**src/rtl/mux_scan_pkg.sv**
```systemverilog
// Shared types and constants for the mux scan sequencer.
// Channel index splits into s1 = ch[2:0] and s0 = ch[3].
package mux_scan_pkg;

   localparam int NUM_CH = 16;
   localparam int CH_W   = 4;
   localparam int S1_W   = 3;
   localparam int S0_BIT = 3;
   localparam int DW_W   = 4;

   typedef enum logic [1:0] {
      ST_IDLE,
      ST_SETTLE,
      ST_HOLD
   } scan_st_e;

endpackage

```
**src/rtl/mux_scan_if.sv**
```systemverilog
// Sample stream from the scan sequencer.
// Carries {channel, data} with a valid/ready handshake.
interface mux_scan_if
   import mux_scan_pkg::*;
#(
   parameter int DATA_W = 4
) ();

   logic              out_valid;
   logic              out_ready;
   logic [CH_W-1:0]   out_ch;
   logic [DATA_W-1:0] out_data;

   modport master (
      output out_valid,
      output out_ch,
      output out_data,
      input  out_ready
   );

   modport slave (
      input  out_valid,
      input  out_ch,
      input  out_data,
      output out_ready
   );

endinterface

```
**src/rtl/mux_scan_next_ch.sv**
```systemverilog
// Finds the lowest enabled channel strictly above cur.
// found=0 when no such channel exists.
module mux_scan_next_ch
   import mux_scan_pkg::*;
(
   input  logic [NUM_CH-1:0] mask_i,
   input  logic [CH_W-1:0]   cur_i,
   output logic [CH_W-1:0]   next_o,
   output logic              found_o
);

   always_comb begin
      next_o  = '0;
      found_o = 1'b0;
      for (int i = 0; i < NUM_CH; i++) begin
         if (!found_o && mask_i[i] && (i > int'(cur_i))) begin
            next_o  = CH_W'(i);
            found_o = 1'b1;
         end
      end
   end

endmodule

```
**src/rtl/mux_scan_sequencer.sv**
```systemverilog
// Masked round-robin scan of a 16:1 mux: select, settle,
// sample y and emit {channel, data} on a valid/ready stream.
module mux_scan_sequencer
   import mux_scan_pkg::*;
#(
   parameter int DATA_W = 4,
   parameter int DWELL  = 1
) (
   input  logic              clk,
   input  logic              rst,
   input  logic              start_i,
   input  logic              cont_i,
   input  logic [NUM_CH-1:0] ch_mask_i,
   output logic [S1_W-1:0]   sel_s1_o,
   output logic              sel_s0_o,
   input  logic [DATA_W-1:0] mux_y_i,
   output logic              busy_o,
   output logic              done_o,
   mux_scan_if.master        out_if
);

   localparam logic [DW_W-1:0] DW_LAST = DW_W'(DWELL - 1);

   scan_st_e          state_q;
   logic [CH_W-1:0]   ch_q;
   logic [DW_W-1:0]   dwell_q;
   logic [NUM_CH-1:0] mask_q;
   logic              cont_q;
   logic              valid_q;
   logic [CH_W-1:0]   och_q;
   logic [DATA_W-1:0] data_q;
   logic              done_q;

   logic [NUM_CH-1:0] mask_sel;
   logic [CH_W-1:0]   nxt_ch;
   logic              nxt_found;
   logic [CH_W-1:0]   low_ch;
   logic              low_found;
   logic [CH_W-1:0]   first_ch;

   // In IDLE the live mask is about to be latched, so look at it directly
   assign mask_sel = (state_q == ST_IDLE) ? ch_mask_i : mask_q;

   mux_scan_next_ch u_next (
      .mask_i  (mask_q),
      .cur_i   (ch_q),
      .next_o  (nxt_ch),
      .found_o (nxt_found)
   );

   mux_scan_next_ch u_first (
      .mask_i  (mask_sel),
      .cur_i   ('0),
      .next_o  (low_ch),
      .found_o (low_found)
   );

   assign first_ch = (mask_sel[0] || !low_found) ? '0 : low_ch;

   always_ff @(posedge clk) begin
      if (rst) begin
         state_q <= ST_IDLE;
         ch_q    <= '0;
         dwell_q <= '0;
         mask_q  <= '0;
         cont_q  <= 1'b0;
         valid_q <= 1'b0;
         och_q   <= '0;
         data_q  <= '0;
         done_q  <= 1'b0;
      end else begin
         done_q <= 1'b0;
         unique case (state_q)
            ST_IDLE: begin
               if (start_i) begin
                  mask_q <= ch_mask_i;
                  cont_q <= cont_i;
                  if (|ch_mask_i) begin
                     ch_q    <= first_ch;
                     dwell_q <= '0;
                     state_q <= ST_SETTLE;
                  end else begin
                     done_q <= 1'b1;
                  end
               end
            end
            ST_SETTLE: begin
               if (dwell_q == DW_LAST) begin
                  data_q  <= mux_y_i;
                  och_q   <= ch_q;
                  valid_q <= 1'b1;
                  state_q <= ST_HOLD;
               end else begin
                  dwell_q <= dwell_q + 1'b1;
               end
            end
            ST_HOLD: begin
               if (out_if.out_ready) begin
                  valid_q <= 1'b0;
                  dwell_q <= '0;
                  if (nxt_found) begin
                     ch_q    <= nxt_ch;
                     state_q <= ST_SETTLE;
                  end else begin
                     done_q <= 1'b1;
                     if (cont_q) begin
                        ch_q    <= first_ch;
                        state_q <= ST_SETTLE;
                     end else begin
                        state_q <= ST_IDLE;
                     end
                  end
               end
            end
            default: state_q <= ST_IDLE;
         endcase
      end
   end

   assign sel_s1_o        = ch_q[S1_W-1:0];
   assign sel_s0_o        = ch_q[S0_BIT];
   assign busy_o          = (state_q != ST_IDLE);
   assign done_o          = done_q;
   assign out_if.out_valid = valid_q;
   assign out_if.out_ch    = och_q;
   assign out_if.out_data  = data_q;

endmodule

```
**src/flat_wrapper.sv**
```systemverilog
// flat-port wrapper written by rule: the top's interface ports become plain ports
module mux_scan_sequencer_flat import mux_scan_pkg::*;
#(
   parameter int DATA_W = 4,
   parameter int DWELL  = 1
)
  (clk, rst, start_i, cont_i, ch_mask_i, sel_s1_o, sel_s0_o, mux_y_i, busy_o, done_o, out_if_out_valid, out_if_out_ch, out_if_out_data, out_if_out_ready);
  mux_scan_if #(.DATA_W(DATA_W)) out_if_i ();
  input  logic clk;
  input  logic rst;
  input  logic start_i;
  input  logic cont_i;
  input  logic [NUM_CH-1:0] ch_mask_i;
  output logic [S1_W-1:0] sel_s1_o;
  output logic sel_s0_o;
  input  logic [DATA_W-1:0] mux_y_i;
  output logic busy_o;
  output logic done_o;
  output wire logic [$bits(out_if_i.out_valid)-1:0] out_if_out_valid;
  output wire logic [$bits(out_if_i.out_ch)-1:0] out_if_out_ch;
  output wire logic [$bits(out_if_i.out_data)-1:0] out_if_out_data;
  input wire logic [$bits(out_if_i.out_ready)-1:0] out_if_out_ready;
  assign out_if_out_valid = out_if_i.out_valid;
  assign out_if_out_ch = out_if_i.out_ch;
  assign out_if_out_data = out_if_i.out_data;
  assign out_if_i.out_ready = out_if_out_ready;
  mux_scan_sequencer #(.DATA_W(DATA_W), .DWELL(DWELL)) u_core (.clk(clk), .rst(rst), .start_i(start_i), .cont_i(cont_i), .ch_mask_i(ch_mask_i), .sel_s1_o(sel_s1_o), .sel_s0_o(sel_s0_o), .mux_y_i(mux_y_i), .busy_o(busy_o), .done_o(done_o), .out_if(out_if_i));
endmodule
```
**config.mk**
```make
export PLATFORM = sky130hd
export DESIGN_NAME = mux_scan_sequencer_flat
export DESIGN_NICKNAME = d
export VERILOG_FILES = /design/src/rtl/mux_scan_pkg.sv /design/src/rtl/mux_scan_if.sv /design/src/rtl/mux_scan_next_ch.sv /design/src/rtl/mux_scan_sequencer.sv /design/src/flat_wrapper.sv
export SDC_FILE = /design/constraint.sdc
export NUM_CORES = 1
export LEC_CHECK = 0
export BUFFER_PORTS_ARGS = -buffer_cell sky130_fd_sc_hd__buf_2
export CORE_MARGIN = 10
export CORE_UTILIZATION = 40
export CTS_CLUSTER_DIAMETER = 80
export DETAILED_ROUTE_END_ITERATION = 7
export GPL_ROUTABILITY_DRIVEN = 0
export HOLD_SLACK_MARGIN = 0.15
export SLEW_MARGIN = 10
export SYNTH_ARGS = -nofsm -noshare
export SYNTH_HDL_FRONTEND = slang
export SYNTH_HIERARCHICAL = 1
export SYNTH_SLANG_ARGS = --single-unit
```
**constraint.sdc**
```tcl
create_clock -name clk -period 6.4 [get_ports clk]
set_clock_uncertainty 0.2 [all_clocks]
set_input_delay 0 -clock clk [delete_from_list [all_inputs] [get_ports clk]]
set_output_delay 0 -clock clk [all_outputs]
set_load 0.005 [all_outputs]
```
Word-level counts from Yosys, hierarchy flattened
Cells that the tools add are included.
{"block": "classes", "n_lt_le_gt_ge": 15, "n_eq_ne": 8, "add_sub_neg": 1, "mux": 88, "reduce_logical": 86}
{"op": "two-way mux 4 bit", "count": 38}
{"op": "logical AND 1 bit", "count": 43}
{"op": "two-way mux 1 bit", "count": 39}
{"op": "greater-than comparator 4 bit (first input constant)", "count": 8}
{"op": "zero test 1 bit", "count": 29}
{"op": "greater-than comparator 3 x 4 -> 1 bit (first input constant)", "count": 4}
{"op": "two-way mux 16 bit", "count": 1}
{"op": "OR reduction 16 bit", "count": 1}
{"op": "one-hot mux 4 bit (3 select lines)", "count": 1}
{"op": "two-way mux 2 bit", "count": 5}
{"op": "AND reduction 5 bit", "count": 2}
{"op": "greater-than comparator 2 x 4 -> 1 bit (first input constant)", "count": 2}
{"op": "inequality test 2 bit (second input constant)", "count": 4}
{"op": "one-hot mux 4 bit (2 select lines)", "count": 1}
{"op": "one-hot mux 2 bit (3 select lines)", "count": 1}
{"op": "nonzero test 2 bit", "count": 3}
{"op": "adder 4 x 1 -> 4 bit (second input constant)", "count": 1}
{"op": "greater-than comparator 1 x 4 -> 1 bit (first input constant)", "count": 1}
{"op": "zero test 4 bit", "count": 1}
{"op": "one-hot mux 1 bit (2 select lines)", "count": 2}
{"op": "AND reduction 2 bit", "count": 2}
{"op": "AND reduction 4 bit", "count": 1}
{"op": "inequality test 3 x 1 -> 1 bit (second input constant)", "count": 1}
{"op": "AND reduction 3 bit", "count": 1}
{"op": "6 further kinds", "count": 6}
{"block": "totals", "in_bits": 25, "ff_bits": 37, "output_inout_bits": 15, "word_cells": 207}

Logic depth before layout (Yosys ltp)
Gate-level depths: netlist of run 1.
{"block": "logic_depth", "word_depth": 62, "mapped_depth": 12, "depth_no_buf": 10}

Cells and area by module
Netlist of run 1, hierarchy kept.
{"module": "mux_scan_sequencer", "seq_area_each_um2": 740.7, "area_each_um2": 1858.0, "cells_each": 206, "n_inst": 1}
{"module": "mux_scan_next_ch", "seq_area_each_um2": 0.0, "area_each_um2": 460.4, "cells_each": 70, "n_inst": 2}

Worst setup path before layout of run 1
Ideal clock, no wire load.
{"block": "synth_timing", "path_kind": "register to register", "startpoint": "register u_core.state_q[1]", "endpoint": "register u_core.ch_q[1]", "period_less_slack_ns": 2.757, "stages_incl_launch_ff": 11, "required_ns": 6.061, "slack_ns": 3.643, "t_arrival_ns": 2.418, "setup_time_ns": 0.139, "n_path_buf": 2, "path_cell_list": "dfxtp_1 > buf_6 > nor2_4 > buf_2 > mux2_2 > o221a_2 > nor2_1 > nand4b_1 > nor4b_2 > a221oi_1 > a211oi_1"}
{"block": "synth_between", "word_cells_on_any_way": 75, "classes_between": "eq/ne: 5; mux: 37; reduce/logical: 33"}
{"element": "start, declared", "line": "mux_scan_sequencer.sv:24", "rtl": "scan_st_e state_q;"}
{"element": "start signal, assigned", "line": "mux_scan_sequencer.sv:62", "rtl": "state_q <= ST_IDLE;"}
{"element": "start signal, assigned", "line": "mux_scan_sequencer.sv:81", "rtl": "state_q <= ST_SETTLE;"}
{"element": "start signal, assigned", "line": "mux_scan_sequencer.sv:92", "rtl": "state_q <= ST_HOLD;"}
{"element": "zero test 2 bit *", "line": "mux_scan_sequencer.sv:42", "rtl": "assign mask_sel = (state_q == ST_IDLE) ? ch_mask_i : mask_q;"}
{"element": "two-way mux 16 bit *", "line": "mux_scan_sequencer.sv:42"}
{"element": "via u_core.mask_sel[10]", "line": "mux_scan_sequencer.sv:34", "rtl": "logic [NUM_CH-1:0] mask_sel;"}
{"element": "logical AND 1 bit *", "line": "mux_scan_next_ch.sv:16", "rtl": "if (!found_o && mask_i[i] && (i > int'(cur_i))) begin"}
{"element": "two-way mux 1 bit *", "line": "mux_scan_next_ch.sv:16"}
{"element": "zero test 1 bit", "line": "mux_scan_next_ch.sv:16"}
{"element": "logical AND 1 bit", "line": "mux_scan_next_ch.sv:16"}
{"element": "two-way mux 1 bit *", "line": "mux_scan_next_ch.sv:16"}
{"element": "(+12 left out)"}
{"element": "via u_core.low_found", "line": "mux_scan_sequencer.sv:38", "rtl": "logic low_found;"}
{"element": "zero test 1 bit *", "line": "mux_scan_sequencer.sv:58", "rtl": "assign first_ch = (mask_sel[0] || !low_found) ? '0 : low_ch;"}
{"element": "logical OR 1 bit *", "line": "mux_scan_sequencer.sv:58"}
{"element": "two-way mux 4 bit *", "line": "mux_scan_sequencer.sv:58"}
{"element": "two-way mux 4 bit", "line": "mux_scan_sequencer.sv:106", "rtl": "if (cont_q) begin"}
{"element": "two-way mux 4 bit", "line": "mux_scan_sequencer.sv:101", "rtl": "if (nxt_found) begin"}
{"element": "two-way mux 4 bit", "line": "mux_scan_sequencer.sv:98", "rtl": "if (out_if.out_ready) begin"}
{"element": "one-hot mux 4 bit (2 select lines) *", "line": "mux_scan_sequencer.sv:73", "rtl": "unique case (state_q)"}
{"element": "end signal, assigned", "line": "mux_scan_sequencer.sv:79", "rtl": "ch_q <= first_ch;"}
{"element": "end signal, assigned", "line": "mux_scan_sequencer.sv:102", "rtl": "ch_q <= nxt_ch;"}
{"element": "end signal, assigned", "line": "mux_scan_sequencer.sv:107", "rtl": "ch_q <= first_ch;"}
{"element": "end, declared", "line": "mux_scan_sequencer.sv:25", "rtl": "logic [CH_W-1:0] ch_q;"}
Mark *: on every way through the listed nets, which the timed path passes. The rest lies on a longest branch. The select of a mux whose other input is x is not followed.
A chain may end at the register's enable or synchronous reset.

Final worst setup path of run 1
{"block": "layout_timing", "startpoint": "register u_core.state_q[1]", "endpoint": "register u_core.ch_q[3]"}
{"block": "layout_between", "word_cells_on_any_way": 74, "classes_between": "eq/ne: 5; mux: 36; reduce/logical: 33"}
{"element": "zero test 2 bit *", "line": "mux_scan_sequencer.sv:42"}
{"element": "two-way mux 16 bit *", "line": "mux_scan_sequencer.sv:42"}
{"element": "via u_core.mask_sel[3]", "line": "mux_scan_sequencer.sv:34"}
{"element": "logical AND 1 bit *", "line": "mux_scan_next_ch.sv:16"}
{"element": "two-way mux 1 bit *", "line": "mux_scan_next_ch.sv:16"}
{"element": "zero test 1 bit", "line": "mux_scan_next_ch.sv:16"}
{"element": "logical AND 1 bit", "line": "mux_scan_next_ch.sv:16"}
{"element": "two-way mux 1 bit *", "line": "mux_scan_next_ch.sv:16"}
{"element": "(+33 left out)"}
{"element": "via u_core.low_found", "line": "mux_scan_sequencer.sv:38"}
{"element": "zero test 1 bit *", "line": "mux_scan_sequencer.sv:58"}
{"element": "logical OR 1 bit *", "line": "mux_scan_sequencer.sv:58"}
{"element": "two-way mux 4 bit *", "line": "mux_scan_sequencer.sv:58"}
{"element": "two-way mux 4 bit", "line": "mux_scan_sequencer.sv:106"}
{"element": "two-way mux 4 bit", "line": "mux_scan_sequencer.sv:101"}
{"element": "two-way mux 4 bit", "line": "mux_scan_sequencer.sv:98"}
{"element": "one-hot mux 4 bit (2 select lines) *", "line": "mux_scan_sequencer.sv:73"}
Marks and branches as above.

==> impl_results.md, run 1 <==
- Met3 wire len: 363 um
- Crit start category: register
- Syn Std Cell Area: ~0.0028 sq mm
- Die W: 103.2 um
- Post-layout nets: approximately 460
- Most frequent cells in the layout: 52 x nand2_1, 47 x dlygate4sd3_1, 39 x buf_2
- RSZ-0062 raised after global routing: no
- Share of layout cells above drive strength 1: about a fifth
- Clock share of power: between 20% and 30%
- Via count: 2793
- Hold Path Class: reg2reg
- Port Buffers: 39
- Post-route ant nets: 0
- Top Metal Used: met4
- Starting density of the core: roughly two fifths
- Routed metal-1 wire length: 3.594 mm
- Tot Pwr: about 0.77 mW
- DR WL met2: 3.799 mm
- LEAKAGE: approximately 1.5 nW
- GR Overflow Total: 0
- Crit path arrival time: 3.12 ns
- Avg Cell Area, Syn: 8.022 sq um
- Die area: 0.01065 sq mm
- Drt initial violations: 151
- PostCTS Resize Cnt: 0
- Sequential share of power: 37.7%
- Skew-Pair Late Insertion Delay: 0.30 ns
- Slew headroom: 51.03%
- Max Root-Sink Buffers: 2
- DRT Pass-1 Iters: 4
- Hold_ws: roughly 0.29 ns
- Final wirelength: around 8 mm
- Max Freq: 0.3212 GHz
- Largest net degree at the start of global routing: 40
- Pwr dens: approximately 220 mW/mm^2
- # rows: 30
- CTS H-Tree Depth: 2
- Post-place setup slack: about 3.3 ns
- Fillers: 672
- Area growth, synth to finish: 28.62%
- Ant diodes: 0
- Switching power: roughly 0.29 mW
- Core area: 0.006756 sq mm
- Antenna violations before repair: 0
- Height of the die: 103.2 um
- Fin crit period: around 3.1 ns
- Global-route wire length before repair: ~13 mm
- Final core utilization: between 50% and 60%
- Setup TNS: 0 ns
- Outcome: finished clean
- Max stage delay on crit path: 0.44 ns
- Critical path's slowest cell: nor2_4
- Critical path type: reg2reg
- Logic gate share of total power: 40.2%
- Final Setup Violations: 0
- CTS tree: yes
- CP max FO: 18
- GRT Overall Usage: 15.19%
- Cells along the critical path: nor2_4 > mux2_2 > nor2_1 > or2_2 > a211oi_2 > nand4b_1 > nor4b_2 > a221oi_1 > a211oi_1
- Gate Count Post-Synth: about 350
- Critical path required time: between 6 and 7 ns
- Hold Fails Final Rpt: 0
- Setup ws final: around 3.3 ns
- Commonest non-fill, non-tap cell in the layout: nand2_1
- Peak VDD IR: between 0.00007 and 0.00008 V
- Dpl hpwl: about 5.6 mm
- Via density: around 5.4
- Number of remaining DRC errors: 0
- Worst-path clk slew: 0.08 ns
- Max-cap viol count: 0
- Tcrit/Tclk final: about half
- CTS Buf Count: 5
- YS warnings: 6
- Clk sinks: 37
- Vias in the first global route: ~2700
- Wirelength per Cell: ~15 um
- Pint: 0.4813 mW
- Boundary Pins: 40
- Max-slew violation count: 0
- Root Buffer Master: clkbuf_8
- Slew of the pin with the lowest slew margin: 0.7346 ns
- Net Sw Frac: roughly 37%
- Crit. End Element: register
[critical path, delay by kind of cell (launching register included)]
kind	cells	cell delay [ns]
flops	1	0.43
simple gates	5	1.39
mux	1	0.31
compound gates	3	0.69
[per-layer routing]
layer / vias to the layer above / track usage, %
met3: 20 / 3.322
met5: - / 0
met4: 0 / 6.738
met2: 59 / 25.30
li1: 1417 / -
met1: 1297 / 18.34
[metrics by stage]
| step | cell area (sq um) | cells |
|---|---|---|
| 6_report | 3560 | 516 |
| 5_1_grt | 3560 | 516 |
| 4_1_cts | 3560 | 516 |
| 3_5_place_dp | 2999 | 461 |
| 3_3_place_gp | 2999 | 461 |
| 2_1_floorplan | 2828 | 361 |
[power groups by stage]
stage / Sequential, mW / Clock [mW] / Combinational [mW]
floorplan: 0.273 / 0 / 0.237
global placement: 0.294 / 0 / 0.272
detailed placement: 0.294 / 0 / 0.275
CTS: 0.289 / 0.174 / 0.303
global route: 0.294 / 0.182 / 0.338
finish: 0.289 / 0.169 / 0.309
[flip-flops by register name (all words and copies together), names as in the netlist]
register / flops
u_core/mask_q: 16
u_core/ch_q: 4
u_core/dwell_q: 4
u_core/out_if.out_ch: 4
u_core/out_if.out_data: 4
u_core/state_q: 2
u_core/cont_q: 1
u_core/done_o: 1
u_core/out_if.out_valid: 1
[layout make-up]
class                   instances  area, sq um  area share (%)
clock buffers                   5        68.82           1.933
multi-input cells             293         1918           53.88
clock inverters                 3        21.27          0.5975
repair buffers                 86        665.6           18.70
well taps                      80        100.1           2.812
inverters                      12        45.04           1.265
flip-flops and latches         37        740.7           20.81
[final timing paths]
check,start,endpoint,slack (ns),cells after the start
setup reg to reg,u_core/state_q[1],u_core/ch_q[3],3.29,9
setup / recovery,u_core/state_q[1],u_core/ch_q[3],3.29,9
hold reg to reg,u_core/out_if.out_ch[2],u_core/out_if.out_ch[2],0.29,2
hold / removal,u_core/out_if.out_ch[2],u_core/out_if.out_ch[2],0.29,2
[repair_timing]
action,4_1_cts,5_1_grt
buffers inserted,0,0
endpoints found under the hold margin,34,0
hold buffers,47,0
(Power assumes the default switching activity.)
==> run 2: changes to the inputs <==
==> constraint.sdc (replaced) <==
create_clock -name clk -period 2.81 [get_ports clk]
set_clock_uncertainty 0.2 [all_clocks]
set_input_delay 0 -clock clk [delete_from_list [all_inputs] [get_ports clk]]
set_output_delay 0 -clock clk [all_outputs]
set_load 0.005 [all_outputs]
==> run 2 against run 1 <==
  * Global-route usage grew 0.62 points
  * Sequential power grew 130%
  * Setup slack lost 3.3 ns
  * Hold slack lost 0.0048 ns
  * Cell area grew 9.7%
  * Utilization grew 5.1 points
  * Sequential share of layout area shrank 1.7 points
  * Non-clock buffer count grew 18
  * Critical endpoint unchanged
==> impl_results.md, run 2 (synthesis gave the netlist of run 1 again) <==
- Outcome: finished clean
- Peak VDD IR: around 0.00022 V
- Post-place setup slack: 0.05226 ns
- Boundary Pins: 40
- Drt initial violations: approximately 270
- Register area: ~750 sq um
- Final core utilization: between 50 and 60%
- Clk sinks: 37
- Antenna violations before repair: 0
- Post-route ant nets: 0
- Root Buffer Master: clkbuf_8
- Multi-input logic area: about 0.0021 sq mm
- Slew of the pin with the lowest slew margin: just under 0.8 ns
- CP Capture Point: u_core/ch_q[3]
- Number of remaining DRC errors: 0
- Delay-heaviest family, CP: simple AND/OR/NAND/NOR gates
- Final Setup Violations: 0
- Final wirelength: 8.964 mm
- LEAKAGE: 1.627 nW
- GRT met2 Usage: 26.28%
- Commonest non-fill, non-tap cell in the layout: dlygate4sd3_1
- Port Buffers: 39
- Max Freq: between 0.3 and 0.4 GHz
- Vias in the first global route: 2754
- Max-slew violation count: 0
- Max Root-Sink Buffers: 2
- Die W: approximately 100 um
- Critical path's slowest cell: or3_4
- DRT Pass-1 Iters: 5
- GR Overflow Total: 0
- CTS tree: yes
- Dpl hpwl: 5.721 mm
- Height of the die: 103.2 um
- Reg2Reg Setup Slack: a little over 0.003 ns
- Skew-Pair Late Insertion Delay: ~0.29 ns
- Largest net degree at the start of global routing: 40
- Crit. End Element: register
- Ant diodes: 0
- Crit path buf inv count: 1
- Crit path arrival time: between 2 and 3 ns
- Tcrit/Tclk final: between 90 and 100%
- GR Util met1: around a fifth
- RR Startpoint: u_core/state_q[0]
- Pwr dens: 513.5 mW/mm^2
- Critical path type: reg2reg
- Largest reg by FF count: u_core/mask_q
- Global-route wire length before repair: around 14 mm
- Beginning of the critical path: u_core/state_q[0]
- Slew headroom: between 40% and 50%
- Via density: 5.625
- Wirelength per Cell: approximately 17 um
- Busiest grt layer: met2
- Core area: 0.006756 sq mm
- # rows: 30
- Worst-path clk slew: approximately 0.080 ns
- Share of layout cells above drive strength 1: between 20 and 30%
- FF-to-FF End: u_core/ch_q[3]
- CP max FO: 8
- CTS Buf Count: 5
- Cells along the critical path: nor2_4 > buf_12 > mux2_2 > nor2_2 > or2_4 > a211oi_4 > or3_4 > a21oi_2 > and3b_1 > a221oi_2 > a211oi_1
- CTS H-Tree Depth: 2
- GRT Overall Usage: roughly 16%
- Max-cap viol count: 0
- Crit start category: register
- Setup TNS: 0 ns
- Post-layout nets: 480
- Critical path required time: approximately 2.8 ns
- Max reg flops: 16
- Setup ws final: 0.003093 ns
- Met3 global-route usage: 2.259%
- Most frequent cells in the layout: 53 x dlygate4sd3_1, 52 x nand2_1, 39 x buf_2
- Fin crit period: 2.807 ns
- Via count: 3004
- Die area: 0.01065 sq mm
- Starting density of the core: about two fifths
- Hold Fails Final Rpt: 0
- Hold Path Class: reg2reg
- Fillers: 620
- Critical path depth: 11
- Area growth, synth to finish: 41.14%
- Max stage delay on crit path: between 0.4 and 0.5 ns
- R2r worst-path depth: 11
==> run 2: changes by cell type in the layout (fill, tap and decap cells not counted), sizes merged <==
cell | before | now
buf | 39 | 50
inv | 13 | 12
bufinv | 0 | 1
dlygate4sd3 | 47 | 53
clkbuf | 5 | 7
clkinvlp | 1 | 0
==> run 2: area by class of cell <==
class	instances	area share, %
Tap cell	80	2.562
Sequential cell	37	19.09
Multi-Input combinational cell	293	52.69
Clock buffer	6	1.858
Timing Repair Buffer	104	21.65
Clock inverter	2	0.9930
Inverter	12	1.153
==> run 2: worst min-delay path by stage <==
stage                       startpoint                   endpoint  slack, ns  cells past startpoint
3_5_place_dp                mux_y_i[1]  u_core/out_if.out_data[1]       0.05                      3
3_3_place_gp                mux_y_i[2]  u_core/out_if.out_data[2]       0.04                      3
2_1_floorplan                   cont_i              u_core/cont_q      -0.06                      2
6_report       u_core/out_if.out_ch[0]    u_core/out_if.out_ch[0]       0.29                      2
4_1_cts        u_core/out_if.out_valid    u_core/out_if.out_valid       0.30                      2
5_1_grt        u_core/out_if.out_valid    u_core/out_if.out_valid       0.31                      2
==> run 2: timing repair <==
item                                    in CTS  in global routing
hold buffers                                53                  0
resized for setup                            0                 33
endpoints found under the hold margin       33                  0
endpoints found under the setup margin       0                  4
buffers inserted                             0                  6
==> run 2: stage by stage <==
stage	total power [mW]	cells	cell area (sq um)	hold WS, ns
after global placement	1.317	466	3049	0.03842
final	2.006	534	3906	0.2897
after detailed placement	1.324	466	3049	0.04550
after floorplan	1.160	361	2828	-0.06404
after CTS	1.861	527	3691	0.2962
after global routing	2.112	534	3906	0.3116
==> run 2: routing by layer <==
layer  up-vias  part of all wire, %
met5         -                    0
met4         0                  2.2
met3        16                  5.9
met2       115                   48
met1      1423                   44
li1       1450                    -
==> run 2: where the power goes <==
part	total [mW]	internal [mW]	switching [mW]
logic	0.887	0.452	0.434
registers	0.653	0.571	0.0819
clock network	0.466	0.267	0.200
total	2.01	1.29	0.716
==> run 2: tightest hold or removal path: cells and delay by family, from the launching register on <==
family	cells	cell delay (ns)
DFF	1	0.33
muxes	1	0.06
and+or+nand+nor	1	0.07
==> run 3: changes to the inputs <==
--- a/config.mk
+++ b/config.mk
@@ -7,11 +7,13 @@
 export LEC_CHECK = 0
 export BUFFER_PORTS_ARGS = -buffer_cell sky130_fd_sc_hd__buf_2
 export CORE_MARGIN = 10
-export CORE_UTILIZATION = 40
+export CORE_UTILIZATION = 52
 export CTS_CLUSTER_DIAMETER = 80
 export DETAILED_ROUTE_END_ITERATION = 7
 export GPL_ROUTABILITY_DRIVEN = 0
 export HOLD_SLACK_MARGIN = 0.15
+export PLACE_DENSITY = 0.76
+export REMOVE_ABC_BUFFERS = 1
 export SLEW_MARGIN = 10
 export SYNTH_ARGS = -nofsm -noshare
 export SYNTH_HDL_FRONTEND = slang
==> run 3 against run 2 <==
  * The run now ends with setup timing left
  * Combinational power is 0.7% lower
  * Maximum frequency shrank 0.17%
  * Hold slack improved by 0.012 ns
  * Sequential share of layout area is 0.46 points higher
  * Power is 3.6% lower
  * Critical path type unchanged
  * Highest routed layer unchanged
==> impl_results.md, run 3 (synthesis gave the netlist of run 1 again) <==
- Crit. End Element: register
- Critical path type: reg2reg
- Critical path required time: roughly 2.7 ns
- Max Freq: between 0.3 and 0.4 GHz
- Skew-Pair Late Insertion Delay: 0.29 ns
- GR Overflow Total: 0
- CTS H-Tree Depth: 2
- Die area: 0.008641 sq mm
- Via density: between 5 and 6
- Final Setup Violations: 1
- Worst-path clk slew: 0.08 ns
- CTS Buf Count: 5
- Starting density of the core: about 54%
- Crit path buf inv count: 1
- CTS tree: yes
- GR Util met1: 22.49%
- Hold Fails Final Rpt: 0
- Via count: 2948
- Largest net degree at the start of global routing: 40
- GRT Overall Usage: a little under a fifth
- Final Non-Filler Cells: between 500 and 600
- Post-route ant nets: 0
- Critical path's slowest cell: mux2_2
- Outcome: finished with violations
- Max Root-Sink Buffers: 2
- Busiest grt layer: met2
- Dpl hpwl: approximately 5.5 mm
- Core area: a little over 0.005 sq mm
- Crit path arrival time: around 2.7 ns
- Hold_ws: 0.3021 ns
- Commonest non-fill, non-tap cell in the layout: nand2_1
- Register area: 744.5 sq um
- Vias in the first global route: between 2000 and 3000
- Largest reg by FF count: u_core/mask_q
- DRT Pass-1 Iters: 4
- Drt initial violations: between 200 and 300
- Pwr dens: between 500 and 600 mW/mm^2
- Boundary Pins: 40
- Met3 global-route usage: ~3.7%
- Die W: approximately 93 um
- Max stage delay on crit path: between 0.3 and 0.4 ns
- Crit start category: register
- Number of remaining DRC errors: 0
- Clk sinks: 37
- Most frequent cells in the layout: 52 x nand2_1, 46 x dlygate4sd3_1, 39 x buf_2
- Max-slew violation count: 0
- Port Buffers: 39
- Slew of the pin with the lowest slew margin: between 0.8 and 0.9 ns
- Peak VDD IR: 0.0004484 V
- Wirelength per Cell: around 16 um
- Failing checks: setup timing
- Hold Path Class: reg2reg
- Multi-input logic area: 0.002061 sq mm
- Fillers: slightly below 400
- Placed Cells: between 400 and 500
- Global-route wire length before repair: approximately 13 mm
- Cells along the critical path: nor2_4 > buf_12 > mux2_2 > o22ai_1 > and2_4 > nand4b_1 > nor4b_4 > a221oi_1 > a211oi_1
- Area growth, synth to finish: 37.61%
- Final wirelength: about 8.4 mm
- Ant diodes: 0
- LEAKAGE: about 1.6 nW
- CP max FO: 8
- Antenna violations before repair: 0
- Delay-heaviest family, CP: simple AND/OR/NAND/NOR gates
- Post-layout nets: approximately 470
- # rows: 26
- Slew headroom: 46.02%
- GRT met2 Usage: around a third
- Fin crit period: 2.812 ns
- Root Buffer Master: clkbuf_8
- RSZ-0062 raised after global routing: yes
- Share of layout cells above drive strength 1: 27.68%
- Max-cap viol count: 0
- Max reg flops: 16
- Setup ws final: -0.001664 ns
- Height of the die: between 90 and 100 um
- Tcrit/Tclk final: 100.1%
run 3: where the power goes:
part	leakage, nW	total, mW	switching (mW)	internal, mW
Clock	0.0542	0.411	0.189	0.222
Combinational	1.26	0.881	0.439	0.442
Sequential	0.304	0.642	0.0713	0.571
run 3: final cells by class:
class                           instances  area share [%]
Clock buffer                            7           2.530
Timing Repair Buffer                   98           20.20
Multi-Input combinational cell        293           54.11
Inverter                               12           1.183
Clock inverter                          1          0.1314
Tap cell                               70           2.300
Sequential cell                        37           19.55
run 3: tightest hold or removal path, delay by kind of cell (launching register included):
kind / cells / cell delay, ns
AO/OA/AOI/OAI: 2 / 0.13
flip-flops: 1 / 0.32
run 3: metrics by stage:
stage / TNS [ns] / util, % / area, sq um / setup slack (ns) / power, mW
final: -0.001664 / 74.10 / 3809 / -0.001664 / 1.934
after global routing: -0.3575 / 74.10 / 3809 / -0.1178 / 2.037
after CTS: 0 / 70.45 / 3621 / 0.006653 / 1.797
after detailed placement: 0 / 59.52 / 3059 / 0.04704 / 1.331
after global placement: 0 / 59.52 / 3059 / 0.1200 / 1.312
after floorplan: 0 / - / 2704 / 0.08212 / 1.119
run 3: timing repair:
| item | in CTS | in global routing |
|---|---|---|
| hold buffers | 46 | 0 |
| resized for setup | 0 | 34 |
| setup buffers | 0 | 5 |
| setup endpoints to repair | 0 | 4 |
| endpoints found under the hold margin | 33 | 0 |
run 3: metal layers:
metal	up-vias	wire, um
met1	1398	3616
met2	93	4184
met3	17	478
met5	-	0
met4	0	119
li1	1440	-
run 3: worst paths after layout:
check	from	to	slack, ns	depth (start not counted)
setup / recovery	u_core/state_q[0]	u_core/ch_q[2]	-0.002	9
setup reg to reg	u_core/state_q[0]	u_core/ch_q[2]	-0.002	9
hold reg to reg	u_core/out_if.out_valid	u_core/out_if.out_valid	0.30	2
hold / removal	u_core/out_if.out_valid	u_core/out_if.out_valid	0.30	2
